### config.mk
export PLATFORM = sky130hd
export DESIGN_NAME = csa_stream_accumulator_flat
export DESIGN_NICKNAME = d
export VERILOG_FILES = /design/src/rtl/csa_stream_accumulator_if.sv /design/src/rtl/csa_stream_accumulator.sv /design/src/flat_wrapper.sv
export SDC_FILE = /design/constraint.sdc
export NUM_CORES = 1
export LEC_CHECK = 0
export ABC_CLOCK_PERIOD_IN_PS = 4000
export CAP_MARGIN = 0
export CORE_UTILIZATION = 35
export DETAILED_ROUTE_END_ITERATION = 10
export PLACE_DENSITY = 0.51
export SYNTH_ARGS = -nofsm -noshare
export SYNTH_HDL_FRONTEND = slang
export SYNTH_SLANG_ARGS = --single-unit
export TNS_END_PERCENT = 100
### constraint.sdc
create_clock -name clk -period 4 [get_ports clk]
set_input_delay 0.6 -clock clk [delete_from_list [all_inputs] [get_ports clk]]
set_output_delay 0.6 -clock clk [all_outputs]
set_load 0.05 [all_outputs]
### src/rtl/csa_stream_accumulator_if.sv
// Stream interface for csa_stream_accumulator: operand input channel and
// binary result output channel, each with a valid/ready handshake.
// The slave modport is the accumulator; the master modport is its environment
// (operand producer plus result consumer).
interface csa_stream_accumulator_if #(
  parameter int W     = 4,
  parameter int ACC_W = 12
);
  logic             in_valid;
  logic             in_ready;
  logic [W-1:0]     in_data;
  logic             in_last;
  logic             out_valid;
  logic             out_ready;
  logic [ACC_W-1:0] out_sum;
  logic [7:0]       out_count;
  logic             out_ovf;

  modport slave (
    input  in_valid, in_data, in_last, out_ready,
    output in_ready, out_valid, out_sum, out_count, out_ovf
  );

  modport master (
    output in_valid, in_data, in_last, out_ready,
    input  in_ready, out_valid, out_sum, out_count, out_ovf
  );
endinterface

### src/rtl/csa_stream_accumulator.sv
// csa_stream_accumulator: sums a frame of unsigned operands into a redundant
// (sum, carry) register pair, one full-adder delay per beat, then resolves the
// pair into a binary total RES_BITS bits per cycle and offers it downstream.
// Optional build macro CSA_ACC_OVF_DETECT_EN adds the sticky overflow flag;
// without it out_ovf is tied low and the total simply wraps modulo 2^ACC_W.
module csa_stream_accumulator #(
  parameter int W        = 4,
  parameter int ACC_W    = 12,
  parameter int RES_BITS = 4
) (
  input logic                    clk,
  input logic                    rst_n,
  csa_stream_accumulator_if.slave bus
);

  localparam int N     = ACC_W / RES_BITS;
  localparam int IDX_W = (N > 1) ? $clog2(N) : 1;

  typedef enum logic [1:0] {
    ACCUM   = 2'd0,
    RESOLVE = 2'd1,
    DONE    = 2'd2
  } state_t;

  state_t              state_r;
  state_t              state_next_s;
  logic [ACC_W-1:0]    s_r;
  logic [ACC_W-1:0]    c_r;
  logic [ACC_W-1:0]    res_r;
  logic [7:0]          count_r;
  logic [IDX_W-1:0]    idx_r;
  logic                carry_r;
  logic                in_ready_r;
  logic                out_valid_r;

  logic                accept_s;
  logic                hs_s;
  logic                last_slice_s;
  logic [ACC_W-1:0]    x_s;
  logic [ACC_W-1:0]    s_acc_s;
  logic [ACC_W-2:0]    maj_lo_s;
  logic [ACC_W-1:0]    c_acc_s;
  logic [RES_BITS-1:0] s_slice_s;
  logic [RES_BITS-1:0] c_slice_s;
  logic [RES_BITS:0]   slice_sum_s;

  assign accept_s     = bus.in_valid & in_ready_r;
  assign hs_s         = out_valid_r & bus.out_ready;
  assign last_slice_s = (idx_r == IDX_W'(N - 1));

  // One carry-save step: sum bits take the 3-way XOR, carries the shifted majority.
  // The majority at the MSB position leaves the word and is handled only by overflow detection.
  assign x_s      = {{(ACC_W - W){1'b0}}, bus.in_data};
  assign s_acc_s  = s_r ^ c_r ^ x_s;
  assign maj_lo_s = (s_r[ACC_W-2:0] & c_r[ACC_W-2:0]) |
                    (s_r[ACC_W-2:0] & x_s[ACC_W-2:0]) |
                    (c_r[ACC_W-2:0] & x_s[ACC_W-2:0]);
  assign c_acc_s  = {maj_lo_s, 1'b0};

  // Carry-propagate slice for the current resolve index, LSB slice first.
  assign s_slice_s   = s_r[int'(idx_r) * RES_BITS +: RES_BITS];
  assign c_slice_s   = c_r[int'(idx_r) * RES_BITS +: RES_BITS];
  assign slice_sum_s = {1'b0, s_slice_s} + {1'b0, c_slice_s} + {{RES_BITS{1'b0}}, carry_r};

  // State register of the accumulate / resolve / present controller.
  always_ff @(posedge clk) begin
    if (!rst_n) begin
      state_r <= ACCUM;
    end else begin
      state_r <= state_next_s;
    end
  end

  // Next-state decode: last beat starts resolve, final slice presents, handshake rearms.
  always_comb begin
    state_next_s = state_r;
    case (state_r)
      ACCUM: begin
        if (accept_s && bus.in_last) begin
          state_next_s = RESOLVE;
        end else begin
          state_next_s = ACCUM;
        end
      end
      RESOLVE: begin
        if (last_slice_s) begin
          state_next_s = DONE;
        end else begin
          state_next_s = RESOLVE;
        end
      end
      DONE: begin
        if (hs_s) begin
          state_next_s = ACCUM;
        end else begin
          state_next_s = DONE;
        end
      end
      default: state_next_s = ACCUM;
    endcase
  end

  // Datapath: carry-save accumulation, slice-wise resolve, clear on result handshake.
  always_ff @(posedge clk) begin
    if (!rst_n) begin
      s_r     <= {ACC_W{1'b0}};
      c_r     <= {ACC_W{1'b0}};
      res_r   <= {ACC_W{1'b0}};
      count_r <= 8'd0;
      idx_r   <= {IDX_W{1'b0}};
      carry_r <= 1'b0;
    end else begin
      case (state_r)
        ACCUM: begin
          if (accept_s) begin
            s_r <= s_acc_s;
            c_r <= c_acc_s;
            if (count_r != 8'd255) begin
              count_r <= count_r + 8'd1;
            end
          end
        end
        RESOLVE: begin
          res_r[int'(idx_r) * RES_BITS +: RES_BITS] <= slice_sum_s[RES_BITS-1:0];
          if (last_slice_s) begin
            idx_r   <= {IDX_W{1'b0}};
            carry_r <= 1'b0;
          end else begin
            idx_r   <= idx_r + {{(IDX_W - 1){1'b0}}, 1'b1};
            carry_r <= slice_sum_s[RES_BITS];
          end
        end
        DONE: begin
          if (hs_s) begin
            s_r     <= {ACC_W{1'b0}};
            c_r     <= {ACC_W{1'b0}};
            count_r <= 8'd0;
          end
        end
        default: begin
          idx_r   <= {IDX_W{1'b0}};
          carry_r <= 1'b0;
        end
      endcase
    end
  end

  // Registered handshake outputs; out_valid trails entry into DONE by one cycle.
  always_ff @(posedge clk) begin
    if (!rst_n) begin
      in_ready_r  <= 1'b0;
      out_valid_r <= 1'b0;
    end else begin
      in_ready_r  <= (state_next_s == ACCUM);
      out_valid_r <= (state_r == DONE) && !hs_s;
    end
  end

`ifdef CSA_ACC_OVF_DETECT_EN
  logic sticky_r;
  logic out_ovf_r;

  // Sticky overflow: any carry lost from the carry word's MSB or out of the final slice.
  always_ff @(posedge clk) begin
    if (!rst_n) begin
      sticky_r  <= 1'b0;
      out_ovf_r <= 1'b0;
    end else begin
      out_ovf_r <= (state_r == DONE) && !hs_s && sticky_r;
      case (state_r)
        ACCUM: begin
          if (accept_s) begin
            sticky_r <= sticky_r | ((s_r[ACC_W-1] & c_r[ACC_W-1]) |
                                    (s_r[ACC_W-1] & x_s[ACC_W-1]) |
                                    (c_r[ACC_W-1] & x_s[ACC_W-1]));
          end
        end
        RESOLVE: begin
          if (last_slice_s) begin
            sticky_r <= sticky_r | slice_sum_s[RES_BITS];
          end
        end
        DONE: begin
          if (hs_s) begin
            sticky_r <= 1'b0;
          end
        end
        default: sticky_r <= 1'b0;
      endcase
    end
  end

  assign bus.out_ovf = out_ovf_r;
`else
  assign bus.out_ovf = 1'b0;
`endif

  assign bus.in_ready  = in_ready_r;
  assign bus.out_valid = out_valid_r;
  assign bus.out_sum   = res_r;
  assign bus.out_count = count_r;

endmodule

### src/flat_wrapper.sv
// flat-port wrapper written by rule: the top's interface ports become plain ports
module csa_stream_accumulator_flat 
#(
  parameter int W        = 4,
  parameter int ACC_W    = 12,
  parameter int RES_BITS = 4
)
  (clk, rst_n, bus_in_valid, bus_in_data, bus_in_last, bus_out_ready, bus_in_ready, bus_out_valid, bus_out_sum, bus_out_count, bus_out_ovf);
  csa_stream_accumulator_if #(.W(W), .ACC_W(ACC_W)) bus_i ();
  input logic clk;
  input logic rst_n;
  input wire logic [$bits(bus_i.in_valid)-1:0] bus_in_valid;
  input wire logic [$bits(bus_i.in_data)-1:0] bus_in_data;
  input wire logic [$bits(bus_i.in_last)-1:0] bus_in_last;
  input wire logic [$bits(bus_i.out_ready)-1:0] bus_out_ready;
  output wire logic [$bits(bus_i.in_ready)-1:0] bus_in_ready;
  output wire logic [$bits(bus_i.out_valid)-1:0] bus_out_valid;
  output wire logic [$bits(bus_i.out_sum)-1:0] bus_out_sum;
  output wire logic [$bits(bus_i.out_count)-1:0] bus_out_count;
  output wire logic [$bits(bus_i.out_ovf)-1:0] bus_out_ovf;
  assign bus_i.in_valid = bus_in_valid;
  assign bus_i.in_data = bus_in_data;
  assign bus_i.in_last = bus_in_last;
  assign bus_i.out_ready = bus_out_ready;
  assign bus_in_ready = bus_i.in_ready;
  assign bus_out_valid = bus_i.out_valid;
  assign bus_out_sum = bus_i.out_sum;
  assign bus_out_count = bus_i.out_count;
  assign bus_out_ovf = bus_i.out_ovf;
  csa_stream_accumulator #(.W(W), .ACC_W(ACC_W), .RES_BITS(RES_BITS)) u_core (.clk(clk), .rst_n(rst_n), .bus(bus_i));
endmodule
==> metrics, run 1 <==
post-synthesis cell type count 37; Post-synth top flop dfxtp_1; Port Buffers 30; final hold violation count 0; Startpoint Class flop; most common cell in the synthesized netlist dfxtp_1; largest net degree at the start of global routing 28; Setup crit end u_core.carry_r; Worst Setup End Kind flop; iteration-0 DRC count of the detailed router 92; actual slew at the worst max-slew pin 0.9380 ns; # fillers between 600 and 700; largest area contributor in the netlist dfxtp_1; multi-input logic area 1393 µm²; grt total ovfl 0; crit path time final 2.713 ns; Slew Limit Headroom 0.3740; H-tree depth 2; first-pass GRT wire length a little under 9000 µm; register area 1001 µm²; share of cells above drive strength 1 0.04965; worst-path fanout max 13; M3 GR Usage 0.02984; Post-synth ARST share 0; placed wire-length estimate 3692 µm; ant diodes 0; worst setup path startpoint u_core.idx_r[0]; clock insertion delay at the later pin of the skew report 0.30 ns; routed len/inst 13.82 µm; #FFs+latches synth 50; highest clock rate between 300 and 400 MHz; Synth Cell Area 2470 µm²; Die H 86.01 µm; FF-to-FF path depth 9; area grow syn2layout 20.01%; Clock Path Buffers 2; Hold WS 0.5383 ns; Site Rows 30; R2R setup slack 1.29 ns; RSZ-0062 raised after global routing no; Synth top area share 0.4053; Post-synth EDFFs 0; met1 GRT Util 0.2148; routed wire length between 5000 and 6000 µm; clock skew 0.007406 ns; Pleak 1.051 nW; initial antenna violation count 0; Commonest cells post-synth dfxtp_1, nor2b_1, a22oi_1; via/cell ratio 4.921; number of warnings issued by yosys 0; Avg Synthesized Cell Area roughly 10 µm²; crit path DAT 2.92 ns; Seq/Total Area, Yosys 0.4053; RR Startpoint u_core.idx_r[0]; CTS tree built; final setup violation count 0; root buffer cell clkbuf_8; Post-CTS Hold Fix Bufs 0; final setup TNS 0 ns; nets@finish 313; vias in the first global route between 1,500 and 2,000; Post-Synthesis Net Count around 290; final RePlAce weighted congestion 0.7874; Max-Cap Viols 0; DR vias ~1,900; Tcrit/Tclk final 0.6783; Worst Hold Class flop to flop; die area between 7000 and 8000 µm²; Resized Gates After CTS 0; clock-pin transition on the worst setup and hold timing paths 0.09 ns; ranking of synthesized cells by area dfxtp_1, a22oi_1, nor2b_1; global-route layer with the greatest usage met2; Slew Limit Fails 0; Starting Density 0.3635; reg2reg end u_core.carry_r; post-route ant nets 0; DRC 0; status finished clean; Die W between 80 and 90 µm; drt pass-1 iters 4; TritonCTS Buffers 5; Post-CTS Setup Repair Bufs 0; I/O pins 32; pwr/cell area 327.1 nW/µm²; core area 6794 µm²; Gate Count Post-Synth about 250; critical path class flop to flop; Crit path required time 4.21 ns; worst vdd ir around 0.16 mV; Sink Count 50; met2 Use GR 0.2374; Core Util, Final 0.4363; Total Routing Usage GR 0.1537
registers in the layout, summed over array words and instances (netlist names):
register	count
u_core.s_r	12
u_core.idx_r	2
u_core.bus.out_valid	1
u_core.bus.out_count	8
u_core.c_r	11
u_core.state_r	2
u_core.bus.out_sum	12
u_core.carry_r	1
u_core.bus.in_ready	1
placed cells by master, fill, tap and decap left out, types with 2 or more instances in the layout:
| master | count |
|---|---|
| dfxtp_1 | 50 |
| a22oi_1 | 34 |
| o21ai_0 | 12 |
| mux2i_1 | 7 |
| inv_1 | 6 |
| xnor2_1 | 4 |
| buf_4 | 2 |
| nand2_1 | 15 |
| nor2b_1 | 36 |
| and2_1 | 4 |
| nor4b_2 | 3 |
| clkdlybuf4s50_1 | 30 |
| xor2_1 | 3 |
| or3_1 | 2 |
| nor3_1 | 4 |
| nand3_1 | 5 |
| nor2_1 | 10 |
| ha_1 | 17 |
| fa_1 | 5 |
| clkbuf_8 | 6 |
| a21oi_1 | 7 |
| nand2b_1 | 3 |
| and3_1 | 2 |
where the power goes:
| part | internal [mW] | switching (mW) | leakage, nW |
|---|---|---|---|
| Clock | 0.200 | 0.165 | 0.0573 |
| Combinational | 0.0363 | 0.0530 | 0.590 |
| Sequential | 0.504 | 0.0105 | 0.404 |
final cells by class:
class	instances	share of cell area
clock buffer	6	0.02786
clock inverter	1	0.01013
inverter	6	0.007598
multi-input combinational	187	0.4698
sequential	50	0.3377
tap	96	0.04052
timing repair buffer	32	0.1064
worst min-delay path by stage:
stage,from,cells after the start,endpoint
floorplan,u_core.s_r[11],2,u_core.s_r[11]
global placement,u_core.bus.out_count[4],2,u_core.bus.out_count[4]
detailed placement,u_core.bus.out_count[4],2,u_core.bus.out_count[4]
CTS,u_core.bus.out_count[4],2,u_core.bus.out_count[4]
global route,u_core.bus.out_count[4],2,u_core.bus.out_count[4]
finish,u_core.bus.out_count[4],2,u_core.bus.out_count[4]
critical path, stage by stage (launching register included):
cell	delay, ns
dfxtp_1	0.77
nor2_1	0.28
a21oi_1	0.28
fa_1	0.23
inv_1	0.06
fa_1	0.39
a21o_1	0.21
a21oi_1	0.16
o32ai_1	0.09
and2_1	0.16
metal layers:
layer  share of wire  routed length (µm)
met5               0                   0
met3           0.023                 122
met4           0.011                  57
met2            0.45                2344
met1            0.52                2698
logic make-up after synthesis:
logic type	Yosys count	synth area share
xor+xnor	7	0.02482
simple gates	91	0.2188
buf+inv	17	0.03090
other cells	1	0.001518
mux	7	0.02837
flops	50	0.4053
compound gates	59	0.1636
fa+ha+maj	22	0.1266
through the flow:
step	total power, mW	cells	setup slack, ns	area (µm²)
after floorplan	0.5865	254	1.751	2470
after global placement	0.6165	371	1.367	2851
after detailed placement	0.6162	371	1.317	2851
after CTS	0.9812	378	1.319	2964
after global routing	1.013	378	1.055	2964
final	0.9695	378	1.287	2964
Note: power is estimated with default switching activity, not from simulation.
==> run 2: changes to the inputs <==
--- a/config.mk
+++ b/config.mk
@@ -5,7 +5,7 @@
 export SDC_FILE = /design/constraint.sdc
 export NUM_CORES = 1
 export LEC_CHECK = 0
-export ABC_CLOCK_PERIOD_IN_PS = 4000
+export ABC_CLOCK_PERIOD_IN_PS = 2550
 export CAP_MARGIN = 0
 export CORE_UTILIZATION = 35
 export DETAILED_ROUTE_END_ITERATION = 10
==> constraint.sdc (replaced) <==
create_clock -name clk -period 2.55 [get_ports clk]
set_input_delay 0.3825 -clock clk [delete_from_list [all_inputs] [get_ports clk]]
set_output_delay 0.3825 -clock clk [all_outputs]
set_load 0.05 [all_outputs]
==> run 2 against run 1 <==
- sequential power grew 56%
- cell count up 1.1%
- combinational power up 61%
- first-iteration DRC count shrank 27%
- flip-flop and latch count stayed put
- non-clock buffer count grew 3
- total power grew 47%
- design area hardly changed
- utilization hardly changed
- maximum frequency grew 18%
- routed wire length down 0.67%
- critical endpoint unchanged
- largest cell class unchanged
==> metrics, run 2 (synthesis gave the netlist of run 1 again) <==
Startpoint Class flop; Tcrit/Tclk final 0.9014; status finished clean; # fillers between 600 and 700; post-route ant nets 0; Post-CTS Setup Repair Bufs 0; Site Rows 30; Max-Cap Viols 0; Sink Count 50; commonest non-fill, non-tap cell in the layout dfxtp_1; core area 6794 µm²; pre-CTS WS around 0.25 ns; final setup margin roughly 0.25 ns; nets@finish 316; highest clock rate 435.0 MHz; Post-CTS Hold Fix Bufs 0; Pleak 1.058 nW; clock insertion delay at the later pin of the skew report 0.30 ns; post-place instance area roughly 2900 µm²; clock-pin transition on the worst setup and hold timing paths 0.09 ns; Total Routing Usage GR 0.1508; H-tree depth 2; final hold violation count 0; CP max stage delay around 0.51 ns; DRC 0; die area between 7000 and 8000 µm²; drt pass-1 iters 4; placed wire-length estimate 3687 µm; root buffer cell clkbuf_8; area grow syn2layout 20.06%; actual slew at the worst max-slew pin a little over 0.9 ns; largest net degree at the start of global routing 46; final RePlAce weighted congestion 0.7852; worst-path fanout max 8; crit path DAT 2.51 ns; Starting Density 0.3635; I/O pins 32; TritonCTS Buffers 5; Slew Limit Fails 0; CP top delay family compound AO/OA/AOI/OAI gates; worst vdd ir approximately 0.24 mV; CP Cell Sequence buf_4 -> mux2i_1 -> o21ai_0 -> fa_1 -> a21o_1 -> a21oi_1 -> o32ai_1 -> and2_1; pwr/cell area 480.5 nW/µm²; register area 1001 µm²; final setup violation count 0; Power Total 1.425 mW; RSZ-0062 raised after global routing no; worst path buffer plus inverter count 1; Worst Setup End Kind flop; initial antenna violation count 0; Slew Limit Headroom 0.3843; clock skew roughly 0.0061 ns; Resized Gates After CTS 0; Clock Path Buffers 2; DR vias 1,841; Die H ~86 µm; routed wire length 5188 µm; R2R setup slack ~0.25 ns; CTS tree built; via/cell ratio between 4 and 5; vias in the first global route 1,733; first-pass GRT wire length 8652 µm; Worst Hold Class flop to flop; final setup TNS 0 ns; ant diodes 0; Die W 86.01 µm; Core Util, Final 0.4365; crit path time final around 2.3 ns; grt total ovfl 0; most frequent cells in the layout dfxtp_1, nor2b_1, a22oi_1; share of cells above drive strength 1 0.05944; CP max-delay cell dfxtp_1; final instance area 2965 µm²; iteration-0 DRC count of the detailed router 67; critical path class flop to flop; multi-input logic area 1393 µm²; routed len/inst 13.58 µm; Port Buffers 30; Crit path required time 2.76 ns
[run 2: changes by cell type in the layout (fill, tap and decap cells not counted)]
cell	change
bufinv_16	-1
buf_4	+3
clkbuf_1	+1
clkinv_2	+1
[run 2: path summary, 6_finish.rpt]
path	to	startpoint	depth (start not counted)
worst max-delay path	u_core.carry_r	u_core.idx_r[0]	8
worst min-delay path	u_core.s_r[11]	u_core.s_r[11]	2
worst max register to register	u_core.carry_r	u_core.idx_r[0]	8
worst min register to register	u_core.s_r[11]	u_core.s_r[11]	2
[run 2: worst min-delay path: stages, from the launching register on]
cell	delay, ns
dfxtp_1	0.35
xor2_1	0.07
nor2_1	0.08
[run 2: area by class of cell]
| class | count | share of cell area |
|---|---|---|
| Sequential cell | 50 | 0.3376 |
| Timing Repair Buffer | 35 | 0.1139 |
| Inverter | 6 | 0.007595 |
| Multi-Input combinational cell | 187 | 0.4696 |
| Clock inverter | 1 | 0.001688 |
| Tap cell | 96 | 0.04051 |
| Clock buffer | 7 | 0.02911 |
[run 2: layer usage]
metal / wire length, µm / up-vias / part of all wire / track usage
li1: - / 963 / - / -
met1: 2633 / 854 / 0.51 / 0.2096
met2: 2364 / 18 / 0.46 / 0.2302
met3: 102 / 6 / 0.020 / 0.02887
met4: 88 / 0 / 0.017 / 0.05909
met5: 0 / - / 0 / 0
[run 2: report_power, final]
group | internal, mW | total, mW | leakage (nW) | switching [mW]
logic | 0.0581 | 0.144 | 0.606 | 0.0858
clock network | 0.219 | 0.478 | 0.0482 | 0.258
registers | 0.790 | 0.803 | 0.404 | 0.0130
total | 1.07 | 1.42 | 1.06 | 0.357
[run 2: through the flow]
| step | hold slack (ns) | instances |
|---|---|---|
| after CTS | 0.5333 | 382 |
| after global placement | 0.5058 | 374 |
| after floorplan | 0.4789 | 254 |
| after global routing | 0.5680 | 382 |
| final | 0.5289 | 382 |
| after detailed placement | 0.5030 | 374 |
==> run 3: changes to the inputs <==
--- a/config.mk
+++ b/config.mk
@@ -7,6 +7,7 @@
 export LEC_CHECK = 0
 export ABC_CLOCK_PERIOD_IN_PS = 2550
 export CAP_MARGIN = 0
+export CORE_MARGIN = 10
 export CORE_UTILIZATION = 35
 export DETAILED_ROUTE_END_ITERATION = 10
 export PLACE_DENSITY = 0.51
==> run 3 against run 2 <==
- global-route usage fell by 4.7 points
- largest power group unchanged
- clock skew fell by 0.0024 ns
- setup slack better by 0.026 ns
- combinational power hardly changed
- critical endpoint unchanged
- critical path type unchanged
==> metrics, run 3 (synthesis gave the netlist of run 1 again) <==
status finished clean; NetSw between 0.3 and 0.4 mW; iteration-0 DRC count of the detailed router 61; nets@finish 316; Tcrit/Tclk final 0.8913; routed len/inst 14.45 µm; crit path DAT 2.47 ns; Post-CTS Setup Repair Bufs 0; post-place instance area 2874 µm²; Post-CTS Hold Fix Bufs 0; met1 GRT Util 0.1357; vias in the first global route 1,832; Site Rows 30; share of cells above drive strength 1 0.06316; Clock Path Buffers 2; clock skew 0.003776 ns; H-tree depth 2; # fillers 693; Slew Limit Fails 0; initial antenna violation count 0; DRC 0; final RePlAce weighted congestion 0.7718; Die H 104.0 µm; final cell count without fillers 381; Clock power frac 0.317; DR vias 1,866; Reg power frac 0.579; final hold violation count 0; internal power 1.038 mW; actual slew at the worst max-slew pin about 0.91 ns; via/cell ratio roughly 4.9; most frequent cells in the layout dfxtp_1, nor2b_1, a22oi_1; worst-path fanout max 7; FF-to-FF path depth 10; Slew Limit Headroom 0.3934; Core Util, Final 0.4330; Startpoint Class flop; Total Routing Usage GR 0.1039; I/O pins 32; core area ~7000 µm²; Sw Share 0.2519; routed wire length 5506 µm; post-route ant nets 0; placed insts 374; final instance area 2958 µm²; clock insertion delay at the later pin of the skew report roughly 0.30 ns; die area 10,820 µm²; crit path time final around 2.3 ns; Sink Count 50; largest net degree at the start of global routing 43; worst vdd ir 0.2128 mV; Pleak about 1.0 nW; met2 Use GR 0.1608; highest clock rate 440.0 MHz; first-pass GRT wire length between 9000 and 10,000 µm; drt pass-1 iters 4; M3 GR Usage 0.02726; Crit path required time 2.75 ns; final setup TNS 0 ns; TritonCTS Buffers 5; Worst Hold Class flop to flop; Max-Cap Viols 0; combinational power share 0.104; pwr/cell area ~470 nW/µm²; ant diodes 0; Worst Setup End Kind flop; grt total ovfl 0; Port Buffers 30; critical path class flop to flop; area grow syn2layout 19.76%; worst setup path startpoint u_core.idx_r[0]; min-delay src u_core.bus.out_count[4]; commonest non-fill, non-tap cell in the layout dfxtp_1; multi-input logic area ~1400 µm²; final setup violation count 0; Die W around 100 µm; CTS tree built; Worst Hold Depth 2; Resized Gates After CTS 0; register area 1002 µm²; placed wire-length estimate 3981 µm; global-route layer with the greatest usage met2; RSZ-0062 raised after global routing no; Starting Density 0.3615; root buffer cell clkbuf_8; RR Startpoint u_core.idx_r[0]; clock-pin transition on the worst setup and hold timing paths 0.08 ns
[run 3: power groups by stage]
stage / combinational, mW / clock [mW] / sequential (mW)
floorplan: 0.0893 / 0 / 0.831
global placement: 0.145 / 0 / 0.822
detailed placement: 0.145 / 0 / 0.822
CTS: 0.145 / 0.465 / 0.804
global route: 0.160 / 0.494 / 0.806
finish: 0.144 / 0.441 / 0.804
[run 3: metrics by stage]
stage	hold slack [ns]	worst slack, ns	power, mW
2_1_floorplan	0.4789	0.3007	0.9201
3_3_place_gp	0.5113	0.2315	0.9674
3_5_place_dp	0.5108	0.1690	0.9669
4_1_cts	0.5361	0.1465	1.414
5_1_grt	0.5830	0.1196	1.461
6_report	0.5408	0.2772	1.388
[run 3: path summary, 6_finish.rpt]
kind	end	slack (ns)
setup reg to reg	u_core.carry_r	0.28
setup / recovery	u_core.carry_r	0.28
hold reg to reg	u_core.bus.out_count[4]	0.54
hold / removal	u_core.bus.out_count[4]	0.54
[run 3: area by class of cell]
cell class                      instances  area share
Timing Repair Buffer                   35      0.1142
Multi-Input combinational cell        187      0.4729
Clock buffer                            7     0.02580
Inverter                                6    0.007614
Tap cell                               96     0.04061
Sequential cell                        50      0.3388
[run 3: critical path, cell delays in order (launching register included)]
cell and delay (ns):
dfxtp_2 0.44, mux2i_1 0.22, nor2_1 0.05, a21oi_1 0.17, fa_1 0.22, inv_1 0.05, fa_1 0.40, a21o_1 0.21
a21oi_1 0.17, o32ai_1 0.09, and2_1 0.16
[run 3: routing by layer]
layer  vias to the layer above  part of all wire
met5                         -                 0
met2                        23              0.47
met4                         0            0.0080
met1                       878              0.49
li1                        961                 -
met3                         4             0.030
